===== src/rtl/fetch_unit_pkg.sv =====
// Shared fetch-stage types and constants: state encoding, queue entry layout,
// reset defaults.
package fetch_unit_pkg;

  localparam int unsigned XLEN        = 32;
  localparam int unsigned QUEUE_DEPTH = 2;
  localparam int unsigned COUNT_W     = 2;

  localparam logic [XLEN-1:0] DEFAULT_RESET_PC = 32'h0000_0000;
  localparam int unsigned     DEFAULT_PC_STEP  = 4;
  localparam logic [XLEN-1:0] NOP_INSTR        = 32'h0000_0000;

  typedef enum logic [1:0] {
    IDLE = 2'd0,
    BUSY = 2'd1,
    KILL = 2'd2
  } fetchState_t;

  typedef struct packed {
    logic [XLEN-1:0] word;
    logic [XLEN-1:0] pc;
  } queueEntry_t;

  // Redirect targets are word aligned; the low two bits are dropped.
  function automatic logic [XLEN-1:0] alignPc(input logic [XLEN-1:0] addr);
    return addr & ~XLEN'(3);
  endfunction

endpackage


===== src/rtl/fetch_unit_if.sv =====
// Instruction-memory request/acknowledge channel between the fetch unit
// (master) and instruction memory (slave).
interface fetch_unit_if;

  logic                            im_req;
  logic [fetch_unit_pkg::XLEN-1:0] im_addr;
  logic                            im_ack;
  logic [fetch_unit_pkg::XLEN-1:0] im_rdata;

  modport master (output im_req, output im_addr, input im_ack, input im_rdata);
  modport slave  (input im_req, input im_addr, output im_ack, output im_rdata);

endinterface


===== src/rtl/fetch_queue.sv =====
// Two-entry {word, pc} FIFO between instruction memory and the REG1 wall.
// Head reads as a NOP at PC 0 when empty.
module fetch_queue
  import fetch_unit_pkg::*;
(
  input  logic               clock,
  input  logic               reset,
  input  logic               push,
  input  logic               pop,
  input  logic               clear,
  input  queueEntry_t        pushEntry,
  output queueEntry_t        headEntry,
  output logic [COUNT_W-1:0] count
);

  queueEntry_t        slot0;
  queueEntry_t        slot1;
  logic [COUNT_W-1:0] countReg;

  // slot0 is always the head; slot1 only holds data when two entries are live.
  always_ff @(posedge clock) begin
    if (reset) begin
      countReg <= '0;
      slot0    <= '0;
      slot1    <= '0;
    end else if (clear) begin
      countReg <= '0;
    end else begin
      case ({push, pop})
        2'b10: begin
          if (countReg == '0) slot0 <= pushEntry;
          else                slot1 <= pushEntry;
          countReg <= countReg + COUNT_W'(1);
        end
        2'b01: begin
          slot0    <= slot1;
          countReg <= countReg - COUNT_W'(1);
        end
        2'b11: begin
          if (countReg == COUNT_W'(QUEUE_DEPTH)) begin
            slot0 <= slot1;
            slot1 <= pushEntry;
          end else begin
            slot0 <= pushEntry;
          end
        end
        default: ;
      endcase
    end
  end

  assign headEntry = (countReg != '0) ? slot0 : queueEntry_t'{word: NOP_INSTR, pc: '0};
  assign count     = countReg;

endmodule


===== src/rtl/fetch_unit.sv =====
// Instruction fetch stage: PC generation, req/ack memory handshake with
// redirect kill, and a 2-entry queue feeding the REG1 wall.
module fetch_unit
  import fetch_unit_pkg::*;
#(
  parameter logic [XLEN-1:0] RESET_PC = DEFAULT_RESET_PC,
  parameter int unsigned     PC_STEP  = DEFAULT_PC_STEP
) (
  input  logic            clock,
  input  logic            reset,
  input  logic            enable_fetch,
  input  logic            do_hazard,
  input  logic            do_branch,
  input  logic [XLEN-1:0] branch_target,
  fetch_unit_if.master    mem,
  output logic [XLEN-1:0] oIF_instruction,
  output logic [XLEN-1:0] oIF_pc,
  output logic            oIF_valid,
  output logic            do_flush_REG1
);

  fetchState_t        state;
  fetchState_t        stateNext;
  logic [XLEN-1:0]    fetchPc;
  logic [XLEN-1:0]    fetchPcNext;
  logic [XLEN-1:0]    imAddr;
  logic [XLEN-1:0]    imAddrNext;
  logic               push;
  logic               pop;
  logic               issue;
  logic               canIssue;
  logic [COUNT_W-1:0] count;
  logic [COUNT_W-1:0] countNext;
  queueEntry_t        headEntry;

  assign pop  = enable_fetch && !do_hazard && oIF_valid && !do_branch;
  assign push = (state == BUSY) && mem.im_ack && !do_branch;

  // Issuing only when the post-update queue has room reserves a slot for every live ack.
  assign countNext = do_branch ? '0 : count + COUNT_W'(push) - COUNT_W'(pop);
  assign canIssue  = enable_fetch && !do_branch && (countNext < COUNT_W'(QUEUE_DEPTH));

  always_ff @(posedge clock) begin
    if (reset) begin
      state   <= IDLE;
      fetchPc <= RESET_PC;
      imAddr  <= RESET_PC;
    end else begin
      state   <= stateNext;
      fetchPc <= fetchPcNext;
      imAddr  <= imAddrNext;
    end
  end

  always_comb begin
    stateNext   = state;
    fetchPcNext = fetchPc;
    imAddrNext  = imAddr;
    issue       = 1'b0;

    case (state)
      IDLE: begin
        if (do_branch) begin
          fetchPcNext = alignPc(branch_target);
        end else if (canIssue) begin
          issue     = 1'b1;
          stateNext = BUSY;
        end
      end
      BUSY: begin
        if (mem.im_ack) begin
          if (do_branch) begin
            fetchPcNext = alignPc(branch_target);
            stateNext   = IDLE;
          end else if (canIssue) begin
            issue = 1'b1;
          end else begin
            stateNext = IDLE;
          end
        end else if (do_branch) begin
          fetchPcNext = alignPc(branch_target);
          stateNext   = KILL;
        end
      end
      KILL: begin
        if (do_branch) fetchPcNext = alignPc(branch_target);
        if (mem.im_ack) stateNext = IDLE;
      end
      default: stateNext = IDLE;
    endcase

    if (issue) begin
      imAddrNext  = fetchPc;
      fetchPcNext = fetchPc + XLEN'(PC_STEP);
    end
  end

  fetch_queue uQueue (
    .clock     (clock),
    .reset     (reset),
    .push      (push),
    .pop       (pop),
    .clear     (do_branch),
    .pushEntry (queueEntry_t'{word: mem.im_rdata, pc: imAddr}),
    .headEntry (headEntry),
    .count     (count)
  );

  assign mem.im_req      = (state != IDLE);
  assign mem.im_addr     = imAddr;
  assign oIF_valid       = (count != '0);
  assign oIF_instruction = headEntry.word;
  assign oIF_pc          = headEntry.pc;
  assign do_flush_REG1   = !oIF_valid || do_branch;

endmodule


===== src/flat_wrapper.sv =====
// flat-port wrapper written by rule: the top's interface ports become plain ports
module fetch_unit_flat import fetch_unit_pkg::*;
#(
  parameter logic [XLEN-1:0] RESET_PC = DEFAULT_RESET_PC,
  parameter int unsigned     PC_STEP  = DEFAULT_PC_STEP
)
  (clock, reset, enable_fetch, do_hazard, do_branch, branch_target, oIF_instruction, oIF_pc, oIF_valid, do_flush_REG1, mem_im_req, mem_im_addr, mem_im_ack, mem_im_rdata);
  fetch_unit_if mem_i ();
  input  logic clock;
  input  logic reset;
  input  logic enable_fetch;
  input  logic do_hazard;
  input  logic do_branch;
  input  logic [XLEN-1:0] branch_target;
  output logic [XLEN-1:0] oIF_instruction;
  output logic [XLEN-1:0] oIF_pc;
  output logic oIF_valid;
  output logic do_flush_REG1;
  output wire logic [$bits(mem_i.im_req)-1:0] mem_im_req;
  output wire logic [$bits(mem_i.im_addr)-1:0] mem_im_addr;
  input wire logic [$bits(mem_i.im_ack)-1:0] mem_im_ack;
  input wire logic [$bits(mem_i.im_rdata)-1:0] mem_im_rdata;
  assign mem_im_req = mem_i.im_req;
  assign mem_im_addr = mem_i.im_addr;
  assign mem_i.im_ack = mem_im_ack;
  assign mem_i.im_rdata = mem_im_rdata;
  fetch_unit #(.RESET_PC(RESET_PC), .PC_STEP(PC_STEP)) u_core (.clock(clock), .reset(reset), .enable_fetch(enable_fetch), .do_hazard(do_hazard), .do_branch(do_branch), .branch_target(branch_target), .mem(mem_i), .oIF_instruction(oIF_instruction), .oIF_pc(oIF_pc), .oIF_valid(oIF_valid), .do_flush_REG1(do_flush_REG1));
endmodule

===== config.mk =====
export PLATFORM = sky130hd
export DESIGN_NAME = fetch_unit_flat
export DESIGN_NICKNAME = d
export VERILOG_FILES = /design/src/rtl/fetch_unit_pkg.sv /design/src/rtl/fetch_unit_if.sv /design/src/rtl/fetch_queue.sv /design/src/rtl/fetch_unit.sv /design/src/flat_wrapper.sv
export SDC_FILE = /design/constraint.sdc
export NUM_CORES = 1
export LEC_CHECK = 0
export CORE_MARGIN = 5
export CORE_UTILIZATION = 50
export CTS_CLUSTER_DIAMETER = 50
export DETAILED_ROUTE_END_ITERATION = 12
export HOLD_SLACK_MARGIN = 0.1
export PLACE_DENSITY_LB_ADDON = 0.08
export SKIP_CTS_REPAIR_TIMING = 1
export SYNTH_ARGS = -nofsm -noshare
export SYNTH_HDL_FRONTEND = slang
export SYNTH_SLANG_ARGS = --single-unit

===== constraint.sdc =====
create_clock -name clock -period 3.2 [get_ports clock]
set_input_delay 0.64 -clock clock [delete_from_list [all_inputs] [get_ports clock]]
set_output_delay 0.64 -clock clock [all_outputs]
set_load 0.01 [all_outputs]

; Word-level counts from Yosys, hierarchy flattened
; Index checks and enable logic that the tools add are counted.
[totals]
ff_bits = 196
output_inout_bits = 99
[op_classes]
magnitude_cmp = 1
n_reduce_logical = 26
bitwise_logic = 1
n_eq_ne = 14
addsub = 5
mux = 24
[ops]
columns = op, n
row1 = $mux 64, 5
row2 = $pmux 64 s3, 1
row3 = $pmux 64 s2, 1
row4 = $mux 32, 3
row5 = $add 32x3->32 const B, 1
row6 = $mux 2, 8
row7 = $reduce_bool 2->1, 6
row8 = $ne 2x2->1 const B, 5
row9 = $eq 2x2->1 const B, 4
row10 = $logic_and 1x1->1, 7
row11 = $ne 3x3->1 const B, 2
row12 = $pmux 2 s3, 1
row13 = $reduce_and 5->1, 1
row14 = $eq 2x1->1 const B, 2
row15 = $logic_not 2->1, 2
row16 = $pmux 2 s2, 1
row17 = $reduce_and 4->1, 1
row18 = $logic_not 1->1, 3
row19 = $mux 1, 3
row20 = $reduce_and 3->1, 1
row21 = $reduce_bool 3->1, 1
row22 = $reduce_or 3->1, 1
row23 = $add 2x1->2, 1
row24 = $add 2x1->2 const B, 1
row25 = other kinds (9), 9

; Logic depth before layout (Yosys ltp)
; Gate-level depths: netlist of the first run.
[depth]
word_depth = 14
depth_mapped = 12
ltp_nobuf = 9

; Hierarchy
; A second synthesis of the first run with hierarchy kept.
[unflattened]
cells_unflattened = 1163
hier_area_um2 = 9326.4
[by_module_without_submodules]
columns = module, area_per_inst_um2, cells_each, n_inst, seq_area_each_um2
row1 = fetch_queue, 6232.2, 762, 1, 2602.5
row2 = fetch_unit, 3094.2, 401, 1, 1241.2

; Worst setup path after synthesis of the first run
; No wires, ideal clock.
[synth_timing]
path_kind = input to register
from = in do_branch
to = reg u_core.fetchPc[13]
n_path_buf = 1
arrival_time_ns = 2.881
path_stages = 10
t_required_ns = 3.126
path_slack_ns = 0.245
cell_sequence = nand2b_1 clkbuf_1 or3_1 inv_1 ha_1 xnor2_2 xnor2_4 nand3_2 or4_1 a31oi_1
[synth_via]
elab_chain_len = 13
[synth_lines]
columns = element, line
row1 = from (decl), flat_wrapper.sv:13  ; input logic do_branch;
row2 = $logic_not 1->1, "fetch_unit.sv:36, fetch_unit.sv:37, fetch_unit.sv:41"
row3 = $logic_and 1x1->1, fetch_unit.sv:37  ; assign push = (state == BUSY) && mem.im_ack && !do_branch;
row4 = $add 2x1->2, fetch_unit.sv:40  ; assign countNext = do_branch ? '0 : count + COUNT_W'(push) - COUNT_W'(pop);
row5 = $sub 2x1->2, fetch_unit.sv:40
row6 = $mux 2, fetch_unit.sv:40
row7 = $lt 2x2->1, fetch_unit.sv:41  ; assign canIssue = enable_fetch && !do_branch && (countNext < COUNT_W'(QUEUE_DEPTH));
row8 = $logic_and 1x1->1, fetch_unit.sv:41
row9 = $mux 1, "fetch_unit.sv:65, fetch_unit.sv:75"
row10 = $mux 1, fetch_unit.sv:63  ; if (do_branch) begin
row11 = $mux 1, fetch_unit.sv:71  ; if (mem.im_ack) begin
row12 = $pmux 1 s2, fetch_unit.sv:61  ; case (state)
row13 = $reduce_bool 2->1 (no source line), n/a
row14 = $reduce_and 2->1 (no source line), n/a
row15 = to (signal assigned), fetch_unit.sv:50  ; fetchPc <= fetchPcNext;
row16 = to (decl), fetch_unit.sv:24  ; logic [XLEN-1:0] fetchPc;
; Parallel ways exist; a longest one is shown, timed or not.
; A chain may end at the register's enable or synchronous reset.

; Worst setup path after layout of the first run
[layout_timing]
from = in do_branch
to = reg u_core.fetchPc[21]
; Same word-level chain as after synthesis.

==> results of run 1 <==
-- synth_stat cells (6+ instances only) --
master      n  area (µm²)
clkbuf_1   68         255
nor4_1      9        56.3
a31oi_1    17         106
nand4_1     8        50.1
o211ai_1    9        67.6
nor2_1     79         297
and2_1     66         413
nand2_1   226         848
a22oi_1    65         488
nand3_1    14        70.1
or3_1       8        50.1
a21oi_1   106         531
or4_1       6        45.0
inv_1      13        48.8
dfxtp_1   189        3780
buf_2      11        55.1
a211oi_1   62         465
-- worst max path at each step --
stage | start | to | slack [ns] | depth (start not counted)
2_1_floorplan | do_branch | u_core.fetchPc[13] | 0.24 | 10
3_3_place_gp | do_branch | u_core.fetchPc[21] | -0.14 | 9
3_5_place_dp | do_branch | u_core.fetchPc[21] | -0.18 | 9
4_1_cts | do_branch | u_core.fetchPc[21] | 0.26 | 9
5_1_grt | do_branch | u_core.fetchPc[21] | 0.07 | 10
6_report | do_branch | u_core.fetchPc[21] | 0.25 | 9
-- per-layer routing --
| metal | up-vias | global-route usage | wire length (µm) |
|---|---|---|---|
| met5 | - | 0 | 0 |
| met4 | 0 | 0.0612 | 257 |
| met3 | 22 | 0.0353 | 985 |
| met2 | 185 | 0.347 | 10100 |
| met1 | 3526 | 0.312 | 10400 |
| li1 | 3951 | - | - |
-- final cells by class --
| cell class | instances | area (µm²) |
|---|---|---|
| Clock buffer | 18 | 429 |
| Clock inverter | 13 | 164 |
| Fill cell | 1466 | 5530 |
| Inverter | 13 | 48.8 |
| Multi-Input combinational cell | 754 | 4210 |
| Sequential cell | 189 | 3780 |
| Tap cell | 220 | 275 |
| Timing Repair Buffer | 209 | 2140 |
-- cells in the final DEF, fill, tap and decap left out, drive strengths merged, types with 3 or more instances in the layout --
| master | netlist | final |
|---|---|---|
| or3 | 9 | 9 |
| o22ai | 3 | 3 |
| nand3 | 15 | 15 |
| o31a | 3 | 3 |
| a32oi | 3 | 3 |
| a211oi | 63 | 63 |
| a31oi | 17 | 17 |
| ha | 5 | 5 |
| o21a | 3 | 3 |
| xnor2 | 3 | 3 |
| dfxtp | 189 | 189 |
| or2 | 5 | 5 |
| o21ai | 6 | 6 |
| nor2 | 80 | 80 |
| clkbuf | 72 | 18 |
| clkdlybuf4s50 | 0 | 163 |
| buf | 17 | 46 |
| nor3 | 6 | 6 |
| a21oi | 106 | 106 |
| nor2b | 4 | 4 |
| nor4 | 10 | 10 |
| o211ai | 9 | 9 |
| or4 | 7 | 7 |
| nand2 | 228 | 228 |
| xor2 | 3 | 3 |
| a22oi | 65 | 65 |
| and2 | 66 | 66 |
| o311ai | 5 | 5 |
| inv | 13 | 16 |
| clkinv | 0 | 5 |
| bufinv | 0 | 3 |
| nand4 | 10 | 10 |
-- flip-flops by register name (all words and copies together), names as in the netlist --
signal               cells
u_core.uQueue.count      2
u_core.fetchPc          30
u_core.state             2
u_core.mem.im_addr      30
u_core.uQueue.slot0     63
u_core.uQueue.slot1     62
-- cell families (layout without fill, tap and decap cells) --
group / count (synthesis) / count (layout) / synth area share
xor gates and xnor gates: 6 / 6 / 0.00936
AOI/OAI and AO/OA: 290 / 290 / 0.227
and+or+nand+nor: 448 / 448 / 0.248
buffers and inverters: 102 / 253 / 0.0550
other: 1 / 2 / 0.000445
muxes: 3 / 3 / 0.00371
DFF: 189 / 189 / 0.449
adders and majority gates: 5 / 5 / 0.00743
-- worst min-delay path, cell delays in order, from the launching register on --
cell and delay [ns]:
dfxtp_1 0.31, nand2_1 0.05, a21oi_1 0.05
-- report_power, final --
group	leakage, nW	switching (mW)	total, mW	internal, mW
combinational	1.86	0.171	0.354	0.183
sequential	1.53	0.0533	2.45	2.40
clock	0.287	0.909	2.14	1.23
total	3.67	1.13	4.95	3.81
-- stage by stage --
step | setup TNS [ns] | utilization | cell area, µm²
detailed placement | -1.23 | 0.631 | 10500
CTS | 0 | 0.667 | 11100
floorplan | 0 | - | 8430
global route | 0 | 0.667 | 11100
finish | 0 | 0.667 | 11100
global placement | -0.711 | 0.631 | 10500
==> metrics.md, run 1 <==
| Metric | Value |
|---|---|
| Status | finished clean |
| DRC errors left | 0 |
| Reg2Reg Depth | 8 |
| Design Power | 4.95 mW |
| Max Cap Viol | 0 |
| WL final | 21.8 mm |
| WS Path Type | input pin to flop |
| Register area share after synthesis | 0.449 |
| 1st-iter DRT viols | 419 |
| Netlist cell types | 61 |
| Vias per cell | 5.43 |
| Asr flop ratio synth | 0 |
| Fin Hold WS | 0.453 ns |
| Placed insts | 1385 |
| Fin. max-slew vios | 0 |
| CTS Sinks | 189 |
| Setup slack, reg-to-reg | 0.47 ns |
| Starting Density | 0.508 |
| Startpoint Class | input pin |
| Avg Cell Area, Syn | 8.07 µm² |
| Die height | 140 µm |
| Dominant synthesized flop cell | dfxtp_1 |
| Die Width | 140 µm |
| Mapped Area | 8420 µm² |
| Flops & latches, synth | 189 |
| Initial antenna violation count | 0 |
| YS warnings | 0 |
| First-pass GRT wire length | 36.1 mm |
| EDFF count, synth | 0 |
| Hold Crit Depth | 2 |
| Worst-margin pin slew | 0.747 ns |
| Core area | 16600 µm² |
| CP max-delay cell | or4_1 |
| Req. time, crit path | 3.56 ns |
| FMAX | 339 MHz |
| Tmin final | 2.95 ns |
| Largest net degree at the start of global routing | 65 |
| Antenna Cells | 0 |
| Layout Nets | 1259 |
| WP data arrival | 3.30 ns |
| Final setup violating endpoints | 0 |
| Post-DR wirelength/cell | 15.4 µm |
| Unrepaired setup endpoints after global routing | no |
| TritonCTS clock tree | done |
| Capturing point of the worst reg2reg path | u_core.fetchPc[21] |
| Die area | 19500 µm² |
| Num rows | 47 |
| Layout cell share with drive strength beyond 1 | 0.0861 |
| HP Start | u_core.uQueue.slot1[15] |
| Hold worst-path end | u_core.uQueue.slot1[15] |
| Final hold vios | 0 |
| CP delay by family, top | simple AND/OR/NAND/NOR gates |
| CTS clk-pin slew, worst paths | 0.07 ns |
| Max transition margin | 0.501 |
| Reg2reg start | u_core.uQueue.count[1] |
| Vias | 7684 |
| Crit path max fanout | 6 |
| Pre-Repair DR Iteration Count | 6 |
| CTS root buf | clkbuf_16 |
| TritonCTS Buffers | 17 |
| Vias in the first global route | 7032 |
| Clock skew | 0.0107 ns |
| Fin cells | 1416 |
| GPL Wtd Cong | 0.888 |
| Detail Route Antenna Nets | 0 |
| Worst skew pair latency | 0.42 ns |
| Largest stage delay, worst path | 0.55 ns |
| P_leak | 3.67 nW |
| CTS Buffer Depth | 2 |
| CP endpoint kind | flop |
| Worst hold path type | flop to flop |
| IO Port Bufs | 164 |
| Setup ws final | 0.253 ns |
| P&R area growth vs syn | 31.3% |
| Period utilisation layout | 0.921 |
| Peak supply drop | 0.334 mV |
| Num ports | 169 |
| Post-DP HPWL | 14.6 mm |
| CP cell instances | clkdlybuf4s50_1 -> nand2b_1 -> or3_1 -> ha_1 -> nand2_1 -> xnor2_4 -> nand4_1 -> or4_1 -> a31oi_1 |
| Mapped Cells | 1044 |
| Buf/Inv on CP | 1 |
| Power density cells | 447 nW/µm² |
| Total GRT Usage | 0.220 |
| GR Overflow Total | 0 |
| DP Worst Slack | -0.179 ns |
| Htree depth | 4 |
No activity file was read; power rests on OpenSTA's default activity.
==> run 2: changes to the inputs <==
CAP_MARGIN = 0   (was unset)
clock period = 2.8 ns   (was 3.2 ns; I/O delays follow)
==> metrics.md, run 2 (synthesis gave the netlist of run 1 again) <==
| Metric | Value |
|---|---|
| Max FFs per register | 63 (unchanged) |
| Antenna Cells | 0 (unchanged) |
| Most flops, register | u_core.uQueue.slot0 |
| TritonCTS clock tree | done |
| CP endpoint kind | flop |
| WP data arrival | 3.06 ns (-0.24 ns) |
| Starting Density | 0.508 (unchanged) |
| Final core utilization | 0.690 (+0.0232) |
| Clock skew | 0.0128 ns (+0.00205 ns) |
| CTS clk-pin slew, worst paths | 0.07 ns (about the same) |
| Biggest regs | u_core.uQueue.slot0 x63, u_core.uQueue.slot1 x62 |
| GPL Wtd Cong | 0.887 (about the same) |
| Unrepaired setup endpoints after global routing | no |
| Max transition margin | 0.655 (+0.154) |
| Tmin final | 2.72 ns |
| Fin cells | 1444 (+2.0%) |
| Htree depth | 4 (unchanged) |
| Period utilisation layout | 0.971 |
| CTS Sinks | 189 (unchanged) |
| Final hold vios | 0 (unchanged) |
| WL final | 22.6 mm (+3.6%) |
| Initial antenna violation count | 0 (unchanged) |
| Post-DR wirelength/cell | 15.6 µm (+1.6%) |
| Layout Nets | 1286 (+2.1%) |
| FILL cells | 1420 (-3.1%) |
| Most common cell after layout, fill and taps aside | nand2_1 |
| Vias | 7815 (+1.7%) |
| Peak supply drop | 0.416 mV (+24%) |
| Fin. max-slew vios | 0 (unchanged) |
| Largest net degree at the start of global routing | 68 (+4.6%) |
| Vias per cell | 5.41 (-0.27%) |
| Req. time, crit path | 3.14 ns (-0.42 ns) |
| Die height | 140 µm (unchanged) |
| Worst hold path type | flop to flop |
| Reg2Reg Depth | 10 (+2) |
| HP Start | u_core.uQueue.slot1[31] |
| Crit path max fanout | 6 (unchanged) |
| Capturing point of the worst reg2reg path | u_core.fetchPc[29] |
| Post-DP HPWL | 15.6 mm (+7.1%) |
| Power density cells | 497 nW/µm² (+11%) |
| Setup ws final | 0.0802 ns (-0.173 ns) |
| FMAX | 368 MHz |
| 1st-iter DRT viols | 518 (+24%) |
| Pre-Repair DR Iteration Count | 5 (-1) |
| Most frequent cells in the layout | 224 x nand2_1, 189 x dfxtp_1, 162 x clkdlybuf4s50_1, 106 x a21oi_1, 79 x nor2_1 |
| Setup slack, reg-to-reg | 0.34 ns (-0.13 ns) |
| Hold Crit Depth | 2 (unchanged) |
| Num rows | 47 (unchanged) |
| Placed insts | 1412 (+1.9%) |
| Layout cell share with drive strength beyond 1 | 0.114 (+0.0274) |
| TritonCTS Buffers | 17 (unchanged) |
| P&R area growth vs syn | 35.8% |
| WS Path Type | input pin to flop |
| CTS root buf | clkbuf_16 |
| Hold worst-path end | u_core.uQueue.slot1[31] |
| Num ports | 169 (unchanged) |
| P_leak | 3.87 nW (+5.4%) |
| GR Overflow Total | 0 (unchanged) |
| IO Port Bufs | 164 (unchanged) |
| Worst skew pair latency | 0.42 ns (about the same) |
| DP Worst Slack | -0.428 ns (-0.249 ns) |
| Core area | 16600 µm² (unchanged) |
| Reg2reg start | u_core.uQueue.count[1] |
| Reg area | 3780 µm² (unchanged) |
| Design Power | 5.69 mW (+15%) |
| DRC errors left | 0 (unchanged) |
| Total GRT Usage | 0.225 (+0.00544) |
| Max Cap Viol | 0 (unchanged) |
| Die Width | 140 µm (unchanged) |
| Die area | 19500 µm² (unchanged) |
| First-pass GRT wire length | 36.9 mm (+2.4%) |
| Status | finished clean |
| Worst-margin pin slew | 0.513 ns (-0.234 ns) |
| Startpoint Class | input pin |
| Final setup violating endpoints | 0 (unchanged) |
| Multi-input logic area | 4290 µm² (+1.8%) |
| Detail Route Antenna Nets | 0 (unchanged) |
| Vias in the first global route | 7189 (+2.2%) |
| CTS Buffer Depth | 2 (unchanged) |
## run 2: where the power goes
| group | leakage (nW) | internal [mW] | total [mW] | switching, mW |
|---|---|---|---|---|
| registers | 1.53 | 2.74 | 2.80 | 0.0625 |
| logic | 2.05 | 0.221 | 0.422 | 0.202 |
| clock network | 0.295 | 1.39 | 2.46 | 1.07 |
## run 2: routing by layer
metal	share of wire	global-route usage
met1	0.46	0.315
met4	0.017	0.0658
met5	0	0
met2	0.47	0.356
met3	0.051	0.0429
## run 2: worst max-delay path by stage
stage	slack [ns]	endpoint	from	depth (start not counted)
CTS	0.0004	u_core.fetchPc[29]	do_branch	10
global placement	-0.39	u_core.fetchPc[29]	do_branch	10
detailed placement	-0.43	u_core.fetchPc[29]	do_branch	10
global route	0.005	u_core.fetchPc[18]	enable_fetch	12
floorplan	0.003	u_core.fetchPc[21]	do_branch	9
finish	0.08	u_core.fetchPc[29]	enable_fetch	11
## run 2: metrics by stage
step	hold WS [ns]	setup TNS (ns)	cell area, µm²
global placement	0.441	-38.56	10800
global route	0.469	0	11400
floorplan	0.436	0	8480
detailed placement	0.446	-44.32	10800
CTS	0.456	0	11400
finish	0.452	0	11400
## run 2: cell type report
class,instances,share of cell area
sequential,189,0.331
clock inverter,12,0.0131
tap,220,0.0241
timing repair buffer,236,0.213
multi-input combinational,754,0.375
inverter,13,0.00427
clock buffer,20,0.0399
## run 2: worst max-delay path, cell delays in order
cell             delay, ns
clkdlybuf4s50_1       0.52
nand2b_4              0.07
or3_4                 0.36
inv_2                 0.09
ha_4                  0.16
xnor2_4               0.09
xnor2_4               0.23
buf_4                 0.16
nand3_4               0.10
or4_1                 0.52
a31oi_1               0.18
